[src/rtl/alu_op_sequencer.sv]
// alu_op_sequencer: multi-cycle control sequencer for a 16-bit unpipelined ALU.
// Accepts a function code and operands over valid/ready. Drives the ALU
// controls, samples the ALU outputs and returns one result over valid/ready.
// Optional build macro ALU_OP_SEQUENCER_OFL_TRAP_EN: when it is defined,
// out_err reports the sampled ALU overflow for ADD/SUB.
module alu_op_sequencer #(
  parameter int unsigned ALU_WAIT = 0  // extra hold cycles per ALU pass (0-7)
) (
  input  logic        clk,
  input  logic        rst,
  input  logic        in_valid,
  output logic        in_ready,
  input  logic [3:0]  in_func,
  input  logic [15:0] in_a,
  input  logic [15:0] in_b,
  output logic [15:0] alu_A,
  output logic [15:0] alu_B,
  output logic        alu_Cin,
  output logic [2:0]  alu_Op,
  output logic        alu_invA,
  output logic        alu_invB,
  output logic        alu_sign,
  input  logic [15:0] alu_Out,
  input  logic        alu_Ofl,
  input  logic        alu_zf,
  input  logic        alu_lzf,
  output logic        out_valid,
  input  logic        out_ready,
  output logic [15:0] out_data,
  output logic        out_illegal,
  output logic        out_err
);

  localparam logic [2:0] WAIT_LAST = 3'(ALU_WAIT);

  localparam logic [3:0] F_ADD  = 4'h0;
  localparam logic [3:0] F_SUB  = 4'h1;
  localparam logic [3:0] F_SEQ  = 4'h8;
  localparam logic [3:0] F_SLT  = 4'h9;
  localparam logic [3:0] F_SLE  = 4'hA;
  localparam logic [3:0] F_SCO  = 4'hB;
  localparam logic [3:0] F_SLBI = 4'hC;

  typedef enum logic [1:0] {S_IDLE, S_PASS1, S_PASS2, S_DONE} state_e;

  state_e      state_q, state_d;
  logic [2:0]  wait_q, wait_d;
  logic [3:0]  func_q, func_d;
  logic [15:0] a_q, a_d, b_q, b_d;
  logic [15:0] temp_q, temp_d;
  logic [15:0] data_q, data_d;
  logic        illegal_q, illegal_d;
  logic        err_q, err_d;

  // Pass-1 control decode and the flag-derived result
  logic [2:0]  op1;
  logic        inva1, invb1, cin1, sign1;
  logic [15:0] result1;
  logic        err1;

  // Decode the latched function code into first-pass ALU controls
  always_comb begin
    // NOTE: every output of a combinational block gets a default first, so no
    // path through the case statement can leave a latch behind.
    op1   = 3'b000;
    inva1 = 1'b0;
    invb1 = 1'b0;
    cin1  = 1'b0;
    sign1 = 1'b0;
    case (func_q)
      F_ADD:                begin sign1 = 1'b1; end
      F_SUB:                begin inva1 = 1'b1; cin1 = 1'b1; sign1 = 1'b1; end
      4'h2:                 op1 = 3'b010;
      4'h3:                 begin op1 = 3'b011; invb1 = 1'b1; end
      4'h4:                 op1 = 3'b100;
      4'h5:                 op1 = 3'b101;
      4'h6:                 op1 = 3'b110;
      4'h7:                 op1 = 3'b001;
      F_SEQ, F_SLT, F_SLE:  begin invb1 = 1'b1; cin1 = 1'b1; sign1 = 1'b1; end
      F_SCO:                op1 = 3'b000;
      F_SLBI:               op1 = 3'b101;
      default:              ;
    endcase
  end

  // Build the single-pass result from the ALU output and flags
  always_comb begin
    result1 = alu_Out;
    case (func_q)
      F_SEQ:   result1 = {15'b0, alu_zf};
      F_SLT:   result1 = {15'b0, alu_lzf ^ alu_Ofl};
      F_SLE:   result1 = {15'b0, (alu_lzf ^ alu_Ofl) | alu_zf};
      F_SCO:   result1 = {15'b0, alu_Ofl};
      default: ;
    endcase
`ifdef ALU_OP_SEQUENCER_OFL_TRAP_EN
    err1 = ((func_q == F_ADD) || (func_q == F_SUB)) ? alu_Ofl : 1'b0;
`else
    err1 = 1'b0;
`endif
  end

  // Drive the ALU only while a pass is in flight; idle and done present zeros
  always_comb begin
    alu_A    = '0;
    alu_B    = '0;
    alu_Cin  = 1'b0;
    alu_Op   = 3'b000;
    alu_invA = 1'b0;
    alu_invB = 1'b0;
    alu_sign = 1'b0;
    case (state_q)
      S_PASS1: begin
        alu_A    = a_q;
        alu_B    = (func_q == F_SLBI) ? 16'd8 : b_q;
        alu_Cin  = cin1;
        alu_Op   = op1;
        alu_invA = inva1;
        alu_invB = invb1;
        alu_sign = sign1;
      end
      S_PASS2: begin
        alu_A  = temp_q;
        alu_B  = {8'h00, b_q[7:0]};
        alu_Op = 3'b010;
      end
      default: ;
    endcase
  end

  // Next-state logic: accept, hold each pass 1+ALU_WAIT cycles, then deliver
  always_comb begin
    state_d   = state_q;
    wait_d    = wait_q;
    func_d    = func_q;
    a_d       = a_q;
    b_d       = b_q;
    temp_d    = temp_q;
    data_d    = data_q;
    illegal_d = illegal_q;
    err_d     = err_q;
    case (state_q)
      S_IDLE: begin
        if (in_valid) begin
          func_d = in_func;
          a_d    = in_a;
          b_d    = in_b;
          wait_d = 3'd0;
          err_d  = 1'b0;
          if (in_func > F_SLBI) begin
            // Illegal codes skip the ALU and report immediately
            data_d    = '0;
            illegal_d = 1'b1;
            state_d   = S_DONE;
          end else begin
            illegal_d = 1'b0;
            state_d   = S_PASS1;
          end
        end
      end
      S_PASS1: begin
        if (wait_q == WAIT_LAST) begin
          wait_d = 3'd0;
          if (func_q == F_SLBI) begin
            temp_d  = alu_Out;
            state_d = S_PASS2;
          end else begin
            data_d  = result1;
            err_d   = err1;
            state_d = S_DONE;
          end
        end else begin
          wait_d = wait_q + 3'd1;
        end
      end
      S_PASS2: begin
        if (wait_q == WAIT_LAST) begin
          wait_d  = 3'd0;
          data_d  = alu_Out;
          state_d = S_DONE;
        end else begin
          wait_d = wait_q + 3'd1;
        end
      end
      S_DONE: begin
        if (out_ready) state_d = S_IDLE;
      end
      default: state_d = S_IDLE;
    endcase
  end

  // State and datapath registers with synchronous reset
  always_ff @(posedge clk) begin
    // NOTE: sequential state uses non-blocking assignments so every register
    // samples the pre-edge values regardless of statement order.
    if (rst) begin
      state_q   <= S_IDLE;
      wait_q    <= 3'd0;
      func_q    <= 4'h0;
      a_q       <= '0;
      b_q       <= '0;
      temp_q    <= '0;
      data_q    <= '0;
      illegal_q <= 1'b0;
      err_q     <= 1'b0;
    end else begin
      state_q   <= state_d;
      wait_q    <= wait_d;
      func_q    <= func_d;
      a_q       <= a_d;
      b_q       <= b_d;
      temp_q    <= temp_d;
      data_q    <= data_d;
      illegal_q <= illegal_d;
      err_q     <= err_d;
    end
  end

  assign in_ready    = (state_q == S_IDLE);
  assign out_valid   = (state_q == S_DONE);
  assign out_data    = data_q;
  assign out_illegal = illegal_q;
`ifdef ALU_OP_SEQUENCER_OFL_TRAP_EN
  assign out_err     = err_q;
`else
  assign out_err     = 1'b0;
`endif

endmodule

[config.mk]
export PLATFORM = sky130hd
export DESIGN_NAME = alu_op_sequencer
export DESIGN_NICKNAME = d
export VERILOG_FILES = /design/src/rtl/alu_op_sequencer.sv
export SDC_FILE = /design/constraint.sdc
export NUM_CORES = 1
export LEC_CHECK = 0
export ABC_AREA = 0
export BUFFER_PORTS_ARGS = -buffer_cell sky130_fd_sc_hd__buf_4
export CAP_MARGIN = 40
export CORE_MARGIN = 2
export CORE_UTILIZATION = 45
export DETAILED_ROUTE_END_ITERATION = 6
export PLACE_DENSITY = 0.83
export SETUP_SLACK_MARGIN = 0.3
export SKIP_LAST_GASP = 1
export SYNTH_ARGS = -nofsm -noshare
export SYNTH_HDL_FRONTEND = slang
export SYNTH_SLANG_ARGS = --single-unit
[constraint.sdc]
create_clock -name clk -period 2.2 [get_ports clk]
set_clock_uncertainty 0.2 [all_clocks]
set_input_delay 0.11 -clock clk [delete_from_list [all_inputs] [get_ports clk]]
set_output_delay 0.11 -clock clk [all_outputs]
set_load 0.03 [all_outputs]
==> results of run 1 <==
-- kinds of logic after synthesis --
kind of cell	count (synthesis)	share of synthesized area [%]
AND/OR/NAND/NOR	189	24.9
adder cells (fa/ha/maj)	9	3.22
multiplexers	2	0.600
other	1	0.112
buffers and inverters	44	6.11
AO/OA/AOI/OAI	109	20.4
XOR/XNOR	1	0.262
flip-flops	74	44.4
-- registers in the layout, summed over array words and instances (netlist names) --
signal,count
a_q,16
b_q,16
out_data,16
temp_q,16
func_q,4
wait_q,3
state_q,2
out_illegal,1
-- power groups by stage --
stage          Sequential [mW]  Clock, mW  Combinational [mW]
2_1_floorplan             1.63          0                1.11
3_3_place_gp              1.61          0                1.53
3_5_place_dp              1.62          0                1.59
4_1_cts                   1.61       1.01                2.06
5_1_grt                   1.65       1.11                2.84
6_report                  1.64       1.06                2.76
-- area by class of cell --
| cell class | count | area [sq um] |
|---|---|---|
| clock buffers | 12 | 165 |
| multi-input cells | 313 | 2250 |
| flip-flops and latches | 74 | 1500 |
| well taps | 99 | 124 |
| fillers | 368 | 1160 |
| repair buffers | 213 | 1930 |
| clock inverters | 4 | 25.0 |
| inverters | 11 | 46.3 |
-- layer usage --
metal,wire length (microns),vias up
li1,-,1825
met1,5530,1995
met2,7860,359
met3,1520,122
met4,1220,0
met5,0,-
-- timing repair --
action                                  4_1_cts  5_1_grt
pin swaps                                    15       50
endpoints found under the setup margin       69       73
hold endpoints to repair                     72        0
cloned                                        2        3
setup buffers                                11       14
resized for setup                            76      124
hold buffers                                 54        0
-- worst reg2reg max path, delay by kind of cell, from the launching register on --
kind | cells | cell delay, ns
AO/OA/AOI/OAI | 2 | 0.53
adder cells (fa/ha/maj) | 1 | 0.17
buffers and inverters | 4 | 0.54
flip-flops | 1 | 0.39
AND/OR/NAND/NOR | 2 | 0.25
-- placed cells by master (no fill, tap or decap), types with 12 or more instances in the layout --
master and n:
buf_4 116, dlygate4sd3_1 54, nand2_2 13, nand2_4 17, nand2_1 98, and2_4 12, buf_6 39, dfxtp_1 66
a21oi_2 31, clkbuf_8 12, a21oi_1 42
-- synthesized netlist by cell type (5+ instances only) --
| cell | number |
|---|---|
| a22o_1 | 16 |
| inv_1 | 11 |
| nand3_1 | 16 |
| o21ai_0 | 5 |
| ha_1 | 7 |
| dfxtp_1 | 74 |
| and2_1 | 18 |
| nor2_1 | 14 |
| clkbuf_1 | 21 |
| a21oi_1 | 73 |
| nand2_1 | 128 |
-- per-stage QoR --
step,TNS [ns],utilization [%]
floorplan,0,-
global placement,0,60.0
detailed placement,0,60.1
CTS,0,75.5
global route,-0.727,83.9
finish,-0.183,83.9
-- worst max-delay path by stage --
stage / startpoint / endpoint
6_report: func_q[1]$_SDFFE_PP0P_ / alu_B[5]
4_1_cts: state_q[0]$_SDFFE_PP0P_ / alu_B[0]
2_1_floorplan: state_q[1]$_SDFFE_PP0P_ / out_data[0]$_SDFFE_PP0P_
5_1_grt: func_q[1]$_SDFFE_PP0P_ / alu_B[5]
3_3_place_gp: state_q[1]$_SDFFE_PP0P_ / out_data[6]$_SDFFE_PP0P_
3_5_place_dp: state_q[1]$_SDFFE_PP0P_ / out_data[8]$_SDFFE_PP0P_
==> impl_metrics.tcl, run 1 <==
set metrics [dict create \
    irDropWorstVdd_uv 516 \
    cp.depth 6 \
    grt_use_met3_pct 6.54 \
    grt_max_degree 39 \
    clock_power_share_pct 19.4 \
    yosys_most_used_dff "dfxtp_1" \
    hpwl_microns 6840 \
    slowest_delay_ns 0.39 \
    crit_family "simple AND/OR/NAND/NOR gates" \
    power.leakage_nw 2.53 \
    dieArea_sq_um 8120 \
    path_class "register to primary output" \
    rows 31 \
    yosysWarnings 0 \
    cp.buffers_inverters 1 \
    area_growth_pct 81.2 \
    dr.pass1.iters 6 \
    critPathMaxFanout 7 \
    seqPwrFrac_pct 30.0 \
    wl_microns 16100 \
    path_common_cell "nor2_4" \
    tightest_slew_ns 0.690 \
    r2r_start "state_q[1]$_SDFFE_PP0P_" \
    r2r_slack_ns -0.02 \
    ys_ff_latch 74 \
    synthArstFlopShare_pct 0 \
    syn_avg_cell_area_sq_um 7.78 \
    reg2reg_depth 9 \
    mappedNetlistArea_sq_um 3340 \
    slew_violations 0 \
    antenna_found_initial 0 \
    root_buffer "clkbuf_8" \
    yosys.area.top_type "dfxtp_1" \
    grt_usage_pct 30.6 \
    clock-sinks 74 \
    fin_cells 726 \
    routedWlPerCell_microns 22.2 \
    drive_above_1_share_pct 49.0 \
    synthTopCellsByArea "dfxtp_1 (44%), nand2_1 (14%), a21oi_1 (11%), a22o_1 (4.2%), and2_1 (3.4%)" \
    yosysTopAreaCellShare_pct 44.4 \
    fin_crit_sh_pct 101 \
    drt_iter0_drc 355 \
    synth_cells 429 \
    htree_num_levels 3 \
    cts_buffer_depth 2 \
    required_ns 1.89 \
    io_buffers 116 \
    dpl.cell_count 626 \
    die_h_microns 90.1 \
    finalCriticalPeriod_ns 2.23 \
    r2r_end "out_data[9]$_SDFFE_PP0P_" \
    overflow 0 \
    max_freq_mhz 448 \
    power_density_nw_per_um2 902 \
    clk_latency_ns 0.37 \
    n_antenna_cell 0 \
    grt_pass1_wl_microns 20000 \
    post_dp_cell_area_sq_um 4330 \
    clk_pin_slew_ns 0.10 \
    cp_cell_sequence "nor4bb_4, and2b_2, nor2_4, nor2_4, and2_4, buf_6" \
    vias_per_cell 5.92 \
    grt_pass1_vias 4069 \
    finalSetupViolCount 8 \
    final_hold_viol_count 0 \
    numCtsBuffers 9 \
    synth_cell_types 43 \
    ys_seq_area_share_pct 44.4 \
    hold_path.class "primary input to register" \
    synth_edf_count 0 \
    power_switching_share_pct 42.4 \
    grt_use_met1_pct 33.9 \
    total_power_mw 5.46 \
    cp.arrival_ns 1.92 \
    ant_nets 0 \
    slowest_stage "nor4bb_4" \
    relSlewSlack_pct 53.8 \
    p_int_mw 3.14 \
    cap_violations 0 \
    setup_slack_ns -0.0309 \
    io_pins 118 \
    coreArea_sq_um 7210 \
    worstSetupStartpointType "register" \
    nNetsFinal 688 \
    use_met2_pct 55.2 \
    rsz0062_at_grt "yes" \
    via_count 4301 \
    holdPathStages 5 \
    whs_ns 0.000429 \
    combPwrFrac_pct 50.6 \
    violations "setup timing" \
    drc 0 \
    status "finished, violations left" \
    cts_tree "built" \
    place_congestion 0.944 \
    busiest_layer "met2" \
    initial_utilization_pct 46.3 \
    endpoint_kind "primary output" \
    place_ws_ns 0.0661 \
    min_from "out_ready" \
    design_area_sq_um 6050 \
    chipWidth_microns 90.1 \
    power.switching_mw 2.31 \
    synth_fp_nets 495 \
    hold_end "state_q[0]$_SDFFE_PP0P_" \
]
(Power assumes the default switching activity.)
==> inputs of run 2 (changes only) <==
--- a/config.mk
+++ b/config.mk
@@ -11,7 +11,7 @@
 export CORE_MARGIN = 2
 export CORE_UTILIZATION = 45
 export DETAILED_ROUTE_END_ITERATION = 6
-export PLACE_DENSITY = 0.83
+export PLACE_DENSITY = 0.78
 export SETUP_SLACK_MARGIN = 0.3
 export SKIP_LAST_GASP = 1
 export SYNTH_ARGS = -nofsm -noshare
==> impl_metrics.tcl, run 2 (synthesis results as in run 1) <==
set metrics [dict create \
    status "completed" \
    endpoint_kind "register" \
    required_ns 2.29 \
    irDropWorstVdd_uv 510 \
    fillerInstances 419 \
    grt_max_degree 49 \
    power.leakage_nw 2.47 \
    dieArea_sq_um 8120 \
    chipWidth_microns 90.1 \
    path_common_cell "buf_6" \
    finalSetupViolCount 0 \
    io_pins 118 \
    slowest_stage "dfxtp_4" \
    clock-sinks 74 \
    drt_iter0_drc 288 \
    cp.arrival_ns 2.29 \
    cts_tree "built" \
    cap_violations 0 \
    grt_pass1_vias 3813 \
    nNetsFinal 682 \
    fin_cells 720 \
    hold_path.class "primary input to register" \
    fin_crit_sh_pct 99.9 \
    n_antenna_cell 0 \
    worstSetupStartpointType "register" \
    initial_utilization_pct 46.3 \
    routedWlPerCell_microns 18.3 \
    clk_latency_ns 0.35 \
    dr.pass1.iters 5 \
    final_hold_viol_count 0 \
    drc 0 \
    grt_pass1_wl_microns 18900 \
    tightest_slew_ns 0.596 \
    dpl.cell_count 629 \
    place_congestion 0.851 \
    finalCriticalPeriod_ns 2.20 \
    die_h_microns 90.1 \
    drive_above_1_share_pct 44.4 \
    grt_usage_pct 28.9 \
    coreArea_sq_um 7210 \
    rows 31 \
    setup_slack_ns 0.00117 \
    critPathMaxFanout 7 \
    slowest_delay_ns 0.39 \
    cp_cell_sequence "inv_4, ha_4, buf_6, and2_4, buf_6, a2111oi_4, buf_4, buf_8, nand3_4, a21oi_2" \
    hpwl_microns 6760 \
    ant_nets 0 \
    io_buffers 116 \
    root_buffer "clkbuf_8" \
    relSlewSlack_pct 60.1 \
    antenna_found_initial 0 \
    path_class "register to register" \
    vias_per_cell 5.41 \
    htree_num_levels 3 \
    layout_commonest_cell "nand2_1" \
    place_ws_ns -0.0149 \
    slew_violations 0 \
    rsz0062_at_grt "yes" \
    numCtsBuffers 9 \
    overflow 0 \
    power_density_nw_per_um2 923 \
    via_count 3893 \
    area_growth_pct 77.8 \
    clk_pin_slew_ns 0.08 \
    most-common-layout-cells "nand2_1 (111), buf_4 (109), dfxtp_1 (69)" \
    max_freq_mhz 455 \
    wl_microns 13200 \
    cts_buffer_depth 2 \
]
==> run 2: cell type report <==
class                   instances  area (sq um)  area share, %
clock buffers                  11           131           2.21
inverters                      11          51.3          0.864
well taps                      99           124           2.09
clock inverters                 5          78.8           1.33
repair buffers                208          1920           32.3
multi-input cells             312          2130           36.0
flip-flops and latches         74          1500           25.2
==> run 2: power breakdown <==
part / internal [mW] / switching (mW) / leakage (nW)
combinational: 1.18 / 1.52 / 1.76
sequential: 1.49 / 0.128 / 0.605
clock: 0.638 / 0.515 / 0.107
==> run 2: through the flow <==
stage                     utilization [%]  power (mW)  setup TNS, ns  hold WS [ns]  instance area, sq um
after detailed placement             60.5        3.26        -0.0149         0.167                  4370
after floorplan                         -        2.74              0        0.0460                  3410
after global placement               60.4        3.20              0         0.157                  4360
after CTS                            76.9        4.94              0        0.0111                  5550
final                                82.3        5.48              0       0.00762                  5930
after global routing                 82.3        5.68         -0.112        0.0699                  5930
==> run 2: path summary, 6_finish.rpt <==
kind / cells after the start / slack (ns) / endpoint / start
worst max register to register: 10 / 0.001 / out_data[8]$_SDFFE_PP0P_ / state_q[1]$_SDFFE_PP0P_
worst min-delay path: 4 / 0.008 / out_illegal$_SDFFE_PP0P_ / in_valid
worst max-delay path: 10 / 0.001 / out_data[8]$_SDFFE_PP0P_ / state_q[1]$_SDFFE_PP0P_
worst min register to register: 2 / 0.26 / b_q[7]$_SDFFE_PP0P_ / b_q[7]$_SDFFE_PP0P_
==> run 2: critical path: cells and delay by family (launching register included) <==
| family | cells | cell delay [ns] |
|---|---|---|
| AND/OR/NAND/NOR | 2 | 0.22 |
| adder cells (fa/ha/maj) | 1 | 0.17 |
| AO/OA/AOI/OAI | 2 | 0.52 |
| flip-flops | 1 | 0.39 |
| buffers and inverters | 5 | 0.64 |
==> run 2: timing repair <==
action	CTS	global route
hold buffers	52	1
pin swaps	41	27
cloned	3	1
setup endpoints to repair	55	73
endpoints found under the hold margin	67	1
buffers inserted	10	8
resized for setup	96	72
==> run 2: layer usage <==
layer	global-route usage [%]	part of all wire (%)
met5	0	0
met4	13.8	3.9
met3	6.45	6.8
met2	50.8	52
met1	33.3	37
